## src/rtl/dot_accum_pkg.sv

```systemverilog
// Shared definitions for the dot_accum block.
//   state_e : block FSM states (idle, accumulating, result held)
//   OpW     : operand width of x and y
//   ProdW   : width of one x*y product
//   CntW    : width of the term counter
package dot_accum_pkg;

  typedef enum logic [1:0] {
    StIdle  = 2'd0,
    StAccum = 2'd1,
    StDone  = 2'd2
  } state_e;

  localparam int unsigned OpW   = 4;
  localparam int unsigned ProdW = 8;
  localparam int unsigned CntW  = 4;

endpackage

```

## src/rtl/dot_accum_if.sv

```systemverilog
// Operand/result handshake bundle for dot_accum.
//   in_valid/in_ready/x/y/in_last : operand pair stream into the block
//   out_valid/out_ready           : result handshake
//   acc_out/term_count            : saturated sum and number of accepted terms
//   sat_flag/forced_last          : saturation seen; block closed by the term limit
// master drives operands and out_ready; slave is the accumulator.
interface dot_accum_if
  import dot_accum_pkg::*;
#(
  parameter int unsigned ACC_W = 10
) ();

  logic             in_valid;
  logic             in_ready;
  logic [OpW-1:0]   x;
  logic [OpW-1:0]   y;
  logic             in_last;
  logic             out_valid;
  logic             out_ready;
  logic [ACC_W-1:0] acc_out;
  logic [CntW-1:0]  term_count;
  logic             sat_flag;
  logic             forced_last;

  modport master (
    output in_valid, x, y, in_last, out_ready,
    input  in_ready, out_valid, acc_out, term_count, sat_flag, forced_last
  );

  modport slave (
    input  in_valid, x, y, in_last, out_ready,
    output in_ready, out_valid, acc_out, term_count, sat_flag, forced_last
  );

endinterface

```

## src/rtl/dot_accum_mult_impl.sv

```systemverilog
// Unsigned 4x4 multiplier producing a full-width 8-bit product.
//   a, b    : unsigned operands
//   product : a*b, 0..225
module mult_impl
  import dot_accum_pkg::*;
(
  input  logic [OpW-1:0]   a,
  input  logic [OpW-1:0]   b,
  output logic [ProdW-1:0] product
);

  assign product = ProdW'(a) * ProdW'(b);

endmodule

```

## src/rtl/dot_accum.sv

```systemverilog
// Saturating dot-product accumulator. Accepts a block of (x, y) pairs, sums x*y with
// clipping at 2^ACC_W-1, and presents the result until the consumer takes it. A block
// closes on in_last or when MAX_TERMS terms have been accepted.
//   clk, rst : clock, synchronous active-high reset
//   bus      : slave side of dot_accum_if (operand stream in, result out)
module dot_accum
  import dot_accum_pkg::*;
#(
  parameter int unsigned ACC_W     = 10,
  parameter int unsigned MAX_TERMS = 8
) (
  input logic        clk,
  input logic        rst,
  dot_accum_if.slave bus
);

  localparam logic [ACC_W-1:0] AccMax   = {ACC_W{1'b1}};
  localparam logic [CntW-1:0]  MaxTerms = CntW'(MAX_TERMS);

  state_e           state_q, state_d;
  logic [ACC_W-1:0] acc_q, acc_d;
  logic [CntW-1:0]  cnt_q, cnt_d;
  logic             sat_q, sat_d;
  logic             forced_q, forced_d;

  logic [ProdW-1:0] product;
  logic [ACC_W:0]   sum;
  logic             in_xfer;
  logic             out_xfer;

  mult_impl u_mult (
    .a       (bus.x),
    .b       (bus.y),
    .product (product)
  );

  // One spare bit so an overflow is visible before clipping.
  assign sum = {1'b0, acc_q} + (ACC_W+1)'(product);

  assign bus.in_ready    = (state_q != StDone);
  assign bus.out_valid   = (state_q == StDone);
  assign bus.acc_out     = acc_q;
  assign bus.term_count  = cnt_q;
  assign bus.sat_flag    = sat_q;
  assign bus.forced_last = forced_q;

  assign in_xfer  = bus.in_valid && bus.in_ready;
  assign out_xfer = bus.out_valid && bus.out_ready;

  always_comb begin
    state_d  = state_q;
    acc_d    = acc_q;
    cnt_d    = cnt_q;
    sat_d    = sat_q;
    forced_d = forced_q;

    unique case (state_q)
      StIdle, StAccum: begin
        if (in_xfer) begin
          if (state_q == StIdle) begin
            // First term of a block starts a fresh accumulation.
            acc_d    = ACC_W'(product);
            cnt_d    = 4'd1;
            sat_d    = 1'b0;
            forced_d = 1'b0;
          end else begin
            if (sum > {1'b0, AccMax}) begin
              acc_d = AccMax;
              sat_d = 1'b1;
            end else begin
              acc_d = sum[ACC_W-1:0];
            end
            cnt_d = cnt_q + 4'd1;
          end

          if (bus.in_last) begin
            state_d = StDone;
          end else if (cnt_d == MaxTerms) begin
            state_d  = StDone;
            forced_d = 1'b1;
          end else begin
            state_d = StAccum;
          end
        end
      end
      StDone: begin
        if (out_xfer) begin
          state_d = StIdle;
        end
      end
      default: state_d = StIdle;
    endcase
  end

  always_ff @(posedge clk) begin
    if (rst) begin
      state_q  <= StIdle;
      acc_q    <= '0;
      cnt_q    <= '0;
      sat_q    <= 1'b0;
      forced_q <= 1'b0;
    end else begin
      state_q  <= state_d;
      acc_q    <= acc_d;
      cnt_q    <= cnt_d;
      sat_q    <= sat_d;
      forced_q <= forced_d;
    end
  end

endmodule

```

## src/flat_wrapper.sv

```systemverilog
// flat-port wrapper written by rule: the top's interface ports become plain ports
module dot_accum_flat import dot_accum_pkg::*;
#(
  parameter int unsigned ACC_W     = 10,
  parameter int unsigned MAX_TERMS = 8
)
  (clk, rst, bus_in_valid, bus_x, bus_y, bus_in_last, bus_out_ready, bus_in_ready, bus_out_valid, bus_acc_out, bus_term_count, bus_sat_flag, bus_forced_last);
  dot_accum_if #(.ACC_W(ACC_W)) bus_i ();
  input logic clk;
  input logic rst;
  input wire logic [$bits(bus_i.in_valid)-1:0] bus_in_valid;
  input wire logic [$bits(bus_i.x)-1:0] bus_x;
  input wire logic [$bits(bus_i.y)-1:0] bus_y;
  input wire logic [$bits(bus_i.in_last)-1:0] bus_in_last;
  input wire logic [$bits(bus_i.out_ready)-1:0] bus_out_ready;
  output wire logic [$bits(bus_i.in_ready)-1:0] bus_in_ready;
  output wire logic [$bits(bus_i.out_valid)-1:0] bus_out_valid;
  output wire logic [$bits(bus_i.acc_out)-1:0] bus_acc_out;
  output wire logic [$bits(bus_i.term_count)-1:0] bus_term_count;
  output wire logic [$bits(bus_i.sat_flag)-1:0] bus_sat_flag;
  output wire logic [$bits(bus_i.forced_last)-1:0] bus_forced_last;
  assign bus_i.in_valid = bus_in_valid;
  assign bus_i.x = bus_x;
  assign bus_i.y = bus_y;
  assign bus_i.in_last = bus_in_last;
  assign bus_i.out_ready = bus_out_ready;
  assign bus_in_ready = bus_i.in_ready;
  assign bus_out_valid = bus_i.out_valid;
  assign bus_acc_out = bus_i.acc_out;
  assign bus_term_count = bus_i.term_count;
  assign bus_sat_flag = bus_i.sat_flag;
  assign bus_forced_last = bus_i.forced_last;
  dot_accum #(.ACC_W(ACC_W), .MAX_TERMS(MAX_TERMS)) u_core (.clk(clk), .rst(rst), .bus(bus_i));
endmodule
```

## config.mk

```make
export PLATFORM = sky130hd
export DESIGN_NAME = dot_accum_flat
export DESIGN_NICKNAME = d
export VERILOG_FILES = /design/src/rtl/dot_accum_pkg.sv /design/src/rtl/dot_accum_if.sv /design/src/rtl/dot_accum_mult_impl.sv /design/src/rtl/dot_accum.sv /design/src/flat_wrapper.sv
export SDC_FILE = /design/constraint.sdc
export NUM_CORES = 1
export LEC_CHECK = 0
export CORE_MARGIN = 1.5
export CORE_UTILIZATION = 57
export CTS_CLUSTER_DIAMETER = 100
export CTS_CLUSTER_SIZE = 10
export DETAILED_ROUTE_END_ITERATION = 12
export PLACE_DENSITY = 0.92
export SETUP_SLACK_MARGIN = 0.3
export SLEW_MARGIN = 20
export SYNTH_ARGS = -nofsm -noshare
export SYNTH_HDL_FRONTEND = slang
export SYNTH_SLANG_ARGS = --single-unit
```

## constraint.sdc

```tcl
create_clock -name clk -period 10.4 [get_ports clk]
set_input_delay 1.04 -clock clk [delete_from_list [all_inputs] [get_ports clk]]
set_output_delay 1.04 -clock clk [all_outputs]
set_load 0.02 [all_outputs]
```

=== Word-level counts from Yosys, hierarchy flattened ===
Index checks and enable logic that the tools add are counted.

* $add $sub $neg: 2
* Multipliers: 1
* Magnitude comparators: 1
* Equality and inequality tests: 6
* Mux-type cells: 15
* Reductions and logical operators: 8

{| class="wikitable"
|+ Operators by type and width
! cell !! count
|-
| 10-bit 2-to-1 mux || 2
|-
| 4-bit 2-to-1 mux || 3
|-
| 10-bit by 8-bit adder with 11-bit output || 1
|-
| 11-bit by 10-bit greater-than comparator with 1-bit output (second input constant) || 1
|-
| 4-bit by 4-bit multiplier with 8-bit output || 1
|-
| 2-bit 2-to-1 mux || 4
|-
| 1-bit 2-to-1 mux || 5
|-
| 4-bit by 1-bit adder with 4-bit output (second input constant) || 1
|-
| 4-bit equality test (second input constant) || 1
|-
| 2-bit != test (second input constant) || 2
|-
| 2-bit one-hot mux with 2 select lines || 1
|-
| 2-bit AND reduction || 2
|-
| 3-bit AND reduction || 1
|-
| 2-bit by 1-bit equality test with 1-bit output (second input constant) || 1
|-
| 2-bit equality test (second input constant) || 1
|-
| 1-bit logical AND || 2
|-
| 2-bit logical NOT || 1
|-
| 2-bit by 1-bit != test with 1-bit output (second input constant) || 1
|-
| 2-bit nonzero test || 1
|-
| 2-bit OR reduction || 1
|}

* Bits in registers: 18
* Bits of input ports: 13
* Output and inout bits: 18
* Logic and storage cells: 38

=== Logic depth before layout (Yosys ltp) ===
* Depth after elaboration: 9
* Depth in mapped cells: 16
* Depth with buffers taken out: 16

=== Cells and area by module ===
From an unflattened synthesis, not the netlist that was laid out.

* Cell total of the unflattened synthesis: 201
* Area total of the unflattened synthesis: 1656.6 µm²

{| class="wikitable"
|+ By module, submodules not included
! module !! instances !! cells each !! area each (µm²) !! seq. area each (µm²)
|-
| dot_accum || 1 || 150 || 1208.7 || 360.3
|-
| mult_impl || 1 || 51 || 447.9 || 0.0
|}

=== Worst setup path after synthesis ===
OpenSTA, ideal clock, no wires.

* Path type: input to register
* Start point: input port bus_x[0]
* End point: register u_core.acc_q[6] (netlist: u_core.bus.acc_out[6])
* Setup time: 0.116 ns
* Data arrival time: 4.508 ns
* Data required time: 10.284 ns
* Setup slack: 5.775 ns
* Cell stages on the path: 16
* Path buffers: 0
* Cells stage by stage: nand2_1 -> fa_1 -> inv_1 -> fa_1 -> ha_1 -> a211oi_1 -> nor2_1 -> o21a_1 -> nor2_1 -> xnor2_1 -> ha_1 -> and2_1 -> nor4_2 -> a211oi_2 -> or3_1 -> a41o_1

* Longest elaborated chain between the ends: 5

{| class="wikitable"
|+ RTL lines
! item !! RTL line !! RTL
|-
| start, declared || flat_wrapper.sv:12 || <nowiki>input wire logic [$bits(bus_i.x)-1:0] bus_x;</nowiki>
|-
| 4-bit by 4-bit multiplier with 8-bit output (*) || dot_accum_mult_impl.sv:12 || <nowiki>assign product = ProdW'(a) * ProdW'(b);</nowiki>
|-
| 10-bit by 8-bit adder with 11-bit output || dot_accum.sv:38 || <nowiki>assign sum = {1'b0, acc_q} + (ACC_W+1)'(product);</nowiki>
|-
| 11-bit by 10-bit greater-than comparator with 1-bit output || dot_accum.sv:67 || <nowiki>if (sum > {1'b0, AccMax}) begin</nowiki>
|-
| 10-bit 2-to-1 mux || dot_accum.sv:67 ||
|-
| 10-bit 2-to-1 mux (*) || dot_accum.sv:60 || <nowiki>if (state_q == StIdle) begin</nowiki>
|-
| end signal, assigned || dot_accum.sv:98 || <nowiki>acc_q <= '0;</nowiki>
|-
| end signal, assigned || dot_accum.sv:104 || <nowiki>acc_q <= acc_d;</nowiki>
|-
| end, declared || dot_accum.sv:21 || <nowiki>logic [ACC_W-1:0] acc_q, acc_d;</nowiki>
|}

Every way passes the cells marked *; elsewhere a longest branch is shown, timed or not.
A chain may end at the register's enable or synchronous reset.

=== Worst setup path after layout ===
Same ends and word-level chain as after synthesis.

==> results.md <==
- Cts repair resizes: 0
- Post-synth top area share: 20.37%
- Final #Nets: around 280
- Number of clock buffers inserted by TritonCTS: 3
- Filler cell count: roughly 240
- Post-CTS setup-driven buffer insertion count: 0
- Share of the yosys chip area belonging to registers: 20.37%
- Core Footprint: 3003 sq um
- Detail Route Antenna Nets: 0
- Final number of hold-violating endpoints: 0
- Layout overhead on the synthesized area: 19.45%
- Row count: 20
- Switching part of the total power: about two fifths
- Share of async-settable or async-resettable flops after synthesis: 0%
- Utilization of the core after routing: between 70% and 80%
- Total routing resource utilization after global routing: 26.97%
- Part of the total power dissipated in combinational logic: 49.6%
- Leak: 0.0009469 uW
- Register share of total power: between 30% and 40%
- Maximum number of pins on one net before global-route repair: 20
- Type of the worst min-delay path: reg -> reg
- Fin worst setup slack: 5.274 ns
- Number of register bits inferred by synthesis: 18
- Setup Total Neg Slack: 0 ns
- Ys Warns: 0
- Detailed-routing iteration count for the pre-antenna-repair pass: 4
- Number of instances in the synthesized netlist: about 210
- Slew at the pin closest to its max-slew limit: 0.8677 ns
- Fraction of the cycle the final worst path needs: 49.28%
- GRT overflow: 0
- Maximum fanout count along the critical path: 8
- Req. time, crit path: 10.61 ns
- Critical Path End Type: register
- Ratio of cells with drive above 1 in the final layout: 3.750%
- Port bufs: 30
- Max-cap violations: 0
- Result of the run: finished clean
- Placed Cells incl. Taps: 269
- Starting density of the core: 58.92%
- RSZ-0062 raised after global routing: false
- Most used cells in the layout excluding fill and tap cells: 30 x clkdlybuf4s50_1, 22 x ha_1, 18 x nand2_1, 18 x dfxtp_1
- Internal power of the cells: 149.4 uW
- Worst clock skew: 0.003949 ns
- Minimum setup slack among reg-to-reg paths: 7.96 ns
- CTS Buffer Depth: 2
- Fraction of power consumed by the clock network: a little under a fifth
- Class of the most critical setup path: in -> reg
- Die Outline Area: roughly 3400 sq um
- I/O Pins: 31
- Hold-fix buffers, CTS: 0
- Global placement routability congestion: 0.9480
- Number of slew-limit violations in the final report: 0
- Number of antenna violations at the first check in global routing: 0
- CTS Root Buffer Type: clkbuf_4
- Worst IR Drop VDD: 0.0001035 V
- Chip height: between 50 and 60 um
- Synth unique cells: 49
- Number of diodes added for antenna fixing: 0
- Power density normalized to cell area: 116.6 nW/um^2
- Latest clock arrival within the worst-skew pair: 0.31 ns
- Maximum frequency from static timing analysis: 0.1951 GHz
- Sequential cell area in the final layout: 360.3 sq um
- Placement Setup Slack: 4.934 ns
- DP Wirelength: 3198 um
- Total length of routed wires: about 4300 um
- Footprint of the multi-input gates: 1330 sq um
- Vias/cell: 6.260
- Clock sink count: 18
- Net switching power: 97.02 uW
- Synth Area per Inst: 8.306 sq um
- Width of the die: 58.71 um
- Startpoint Class: primary input
- Main synth FF type: dfxtp_1
- Startpoint of the worst-slack reg-to-reg timing path: u_core.bus.acc_out[0]
- Final min period: 5.126 ns
- TritonCTS clock tree: done
- Clock slew at the register clock pins of the worst setup and hold paths: around 0.11 ns
- Total of endpoints with negative setup slack in the final report: 0
- WL/cell: 15.64 um
- Min-delay src: u_core.bus.forced_last
- Number of enable flip-flop cells after synthesis: 0
- Synth Cell Area: 1769 sq um
- Detailed router's first-iteration violation count: 90
- Max_slew headroom: 41.94%
- Final routed DRC violation total: 0
- Cell types occupying the most area after synthesis: dfxtp_1 20%, ha_1 16%, fa_1 5.7%
- Dominant cell type by area after synthesis: dfxtp_1
- Vias in the first global route: roughly 1600
- Wire length of the first global-routing pass: ~7200 um
- Setup crit start: bus_x[0]
- Total nets after synthesis: 253
- Critical Path AT: 5.34 ns
- Via count: 1709
- Most common cell after layout, fill and taps aside: clkdlybuf4s50_1
- Non-filler instance count after layout: 273
- H-tree depth: 1
[power by group through the flow]
| stage | combinational (uW) | clock (uW) | sequential [uW] |
|---|---|---|---|
| 2_1_floorplan | 83.6 | 0 | 82.6 |
| 3_3_place_gp | 116 | 0 | 79.3 |
| 3_5_place_dp | 118 | 0 | 79.4 |
| 4_1_cts | 121 | 46.7 | 77.8 |
| 5_1_grt | 136 | 50.2 | 78.5 |
| 6_report | 122 | 46.1 | 78.0 |
[worst paths after layout]
kind                                  to  cells past startpoint
setup reg to reg   u_core.bus.acc_out[6]                      7
setup / recovery   u_core.bus.acc_out[6]                     17
hold reg to reg   u_core.bus.forced_last                      1
hold / removal    u_core.bus.forced_last                      1
[routing by layer]
| metal | GRT usage (%) | routed length [um] | up-vias | part of all wire [%] |
|---|---|---|---|---|
| li1 | - | - | 839 | - |
| met1 | 38.30 | 1978 | 798 | 46 |
| met2 | 41.89 | 1949 | 70 | 46 |
| met3 | 6.593 | 323 | 2 | 7.6 |
| met4 | 5.519 | 18 | 0 | 0.42 |
| met5 | 0 | 0 | - | 0 |
[kinds of logic after synthesis]
logic type / share of synthesized area, %
adder cells (fa/ha/maj): 21.22
AND/OR/NAND/NOR: 23.13
multiplexers: 1.202
buffers and inverters: 4.455
XOR/XNOR: 2.970
flip-flops: 20.37
AO/OA/AOI/OAI: 26.66
[critical path, stage by stage]
cell             delay, ns
clkdlybuf4s50_1       0.51
nand2_1               0.09
fa_1                  0.53
inv_1                 0.06
fa_1                  0.50
ha_1                  0.34
a211oi_1              0.20
nor2_1                0.09
o21a_1                0.19
nor2_1                0.11
xnor2_1               0.17
ha_1                  0.29
and2_1                0.17
nor4_2                0.22
a211oi_2              0.23
or3_1                 0.39
a41o_1                0.21
[through the flow]
| step | hold WS (ns) | power [uW] | instance area [sq um] |
|---|---|---|---|
| 2_1_floorplan | 0.5003 | 166.2 | 1769 |
| 3_3_place_gp | 0.4602 | 194.8 | 2077 |
| 3_5_place_dp | 0.4605 | 197.7 | 2077 |
| 4_1_cts | 0.4811 | 245.3 | 2113 |
| 5_1_grt | 0.5140 | 265.1 | 2113 |
| 6_report | 0.4804 | 246.4 | 2113 |
[registers in the layout, indices dropped and copies added (netlist names)]
name and flops:
u_core.bus.acc_out 10, u_core.bus.forced_last 1, u_core.bus.sat_flag 1, u_core.bus.term_count 4
u_core.state_q 2
[synth_stat cells, types with 2 or more instances]
master and number:
clkbuf_1 5, a211oi_1 7, nand3b_1 2, xor2_1 2, ha_1 22, and2_1 14
o21a_1 4, a21oi_1 14, o211a_1 2, xnor2_1 4, nor3b_1 3, dfxtp_1 18
fa_1 5, inv_1 12, o31ai_1 5, a21o_1 5, a211o_1 3, o21ai_0 7
nor3_1 5, or3_1 3, nor2_1 14, nand2_1 18, o311ai_0 4, nor2b_1 6
nand2b_1 4, nand3_1 2
[final cells by class]
class                      count  share of cell area, %
inverter                      12                  2.131
sequential                    18                  17.05
clock buffer                   4                  1.717
tap                           33                  1.954
multi-input combinational    176                  62.94
timing repair buffer          30                  14.21
Power figures use the tool's default switching activity.
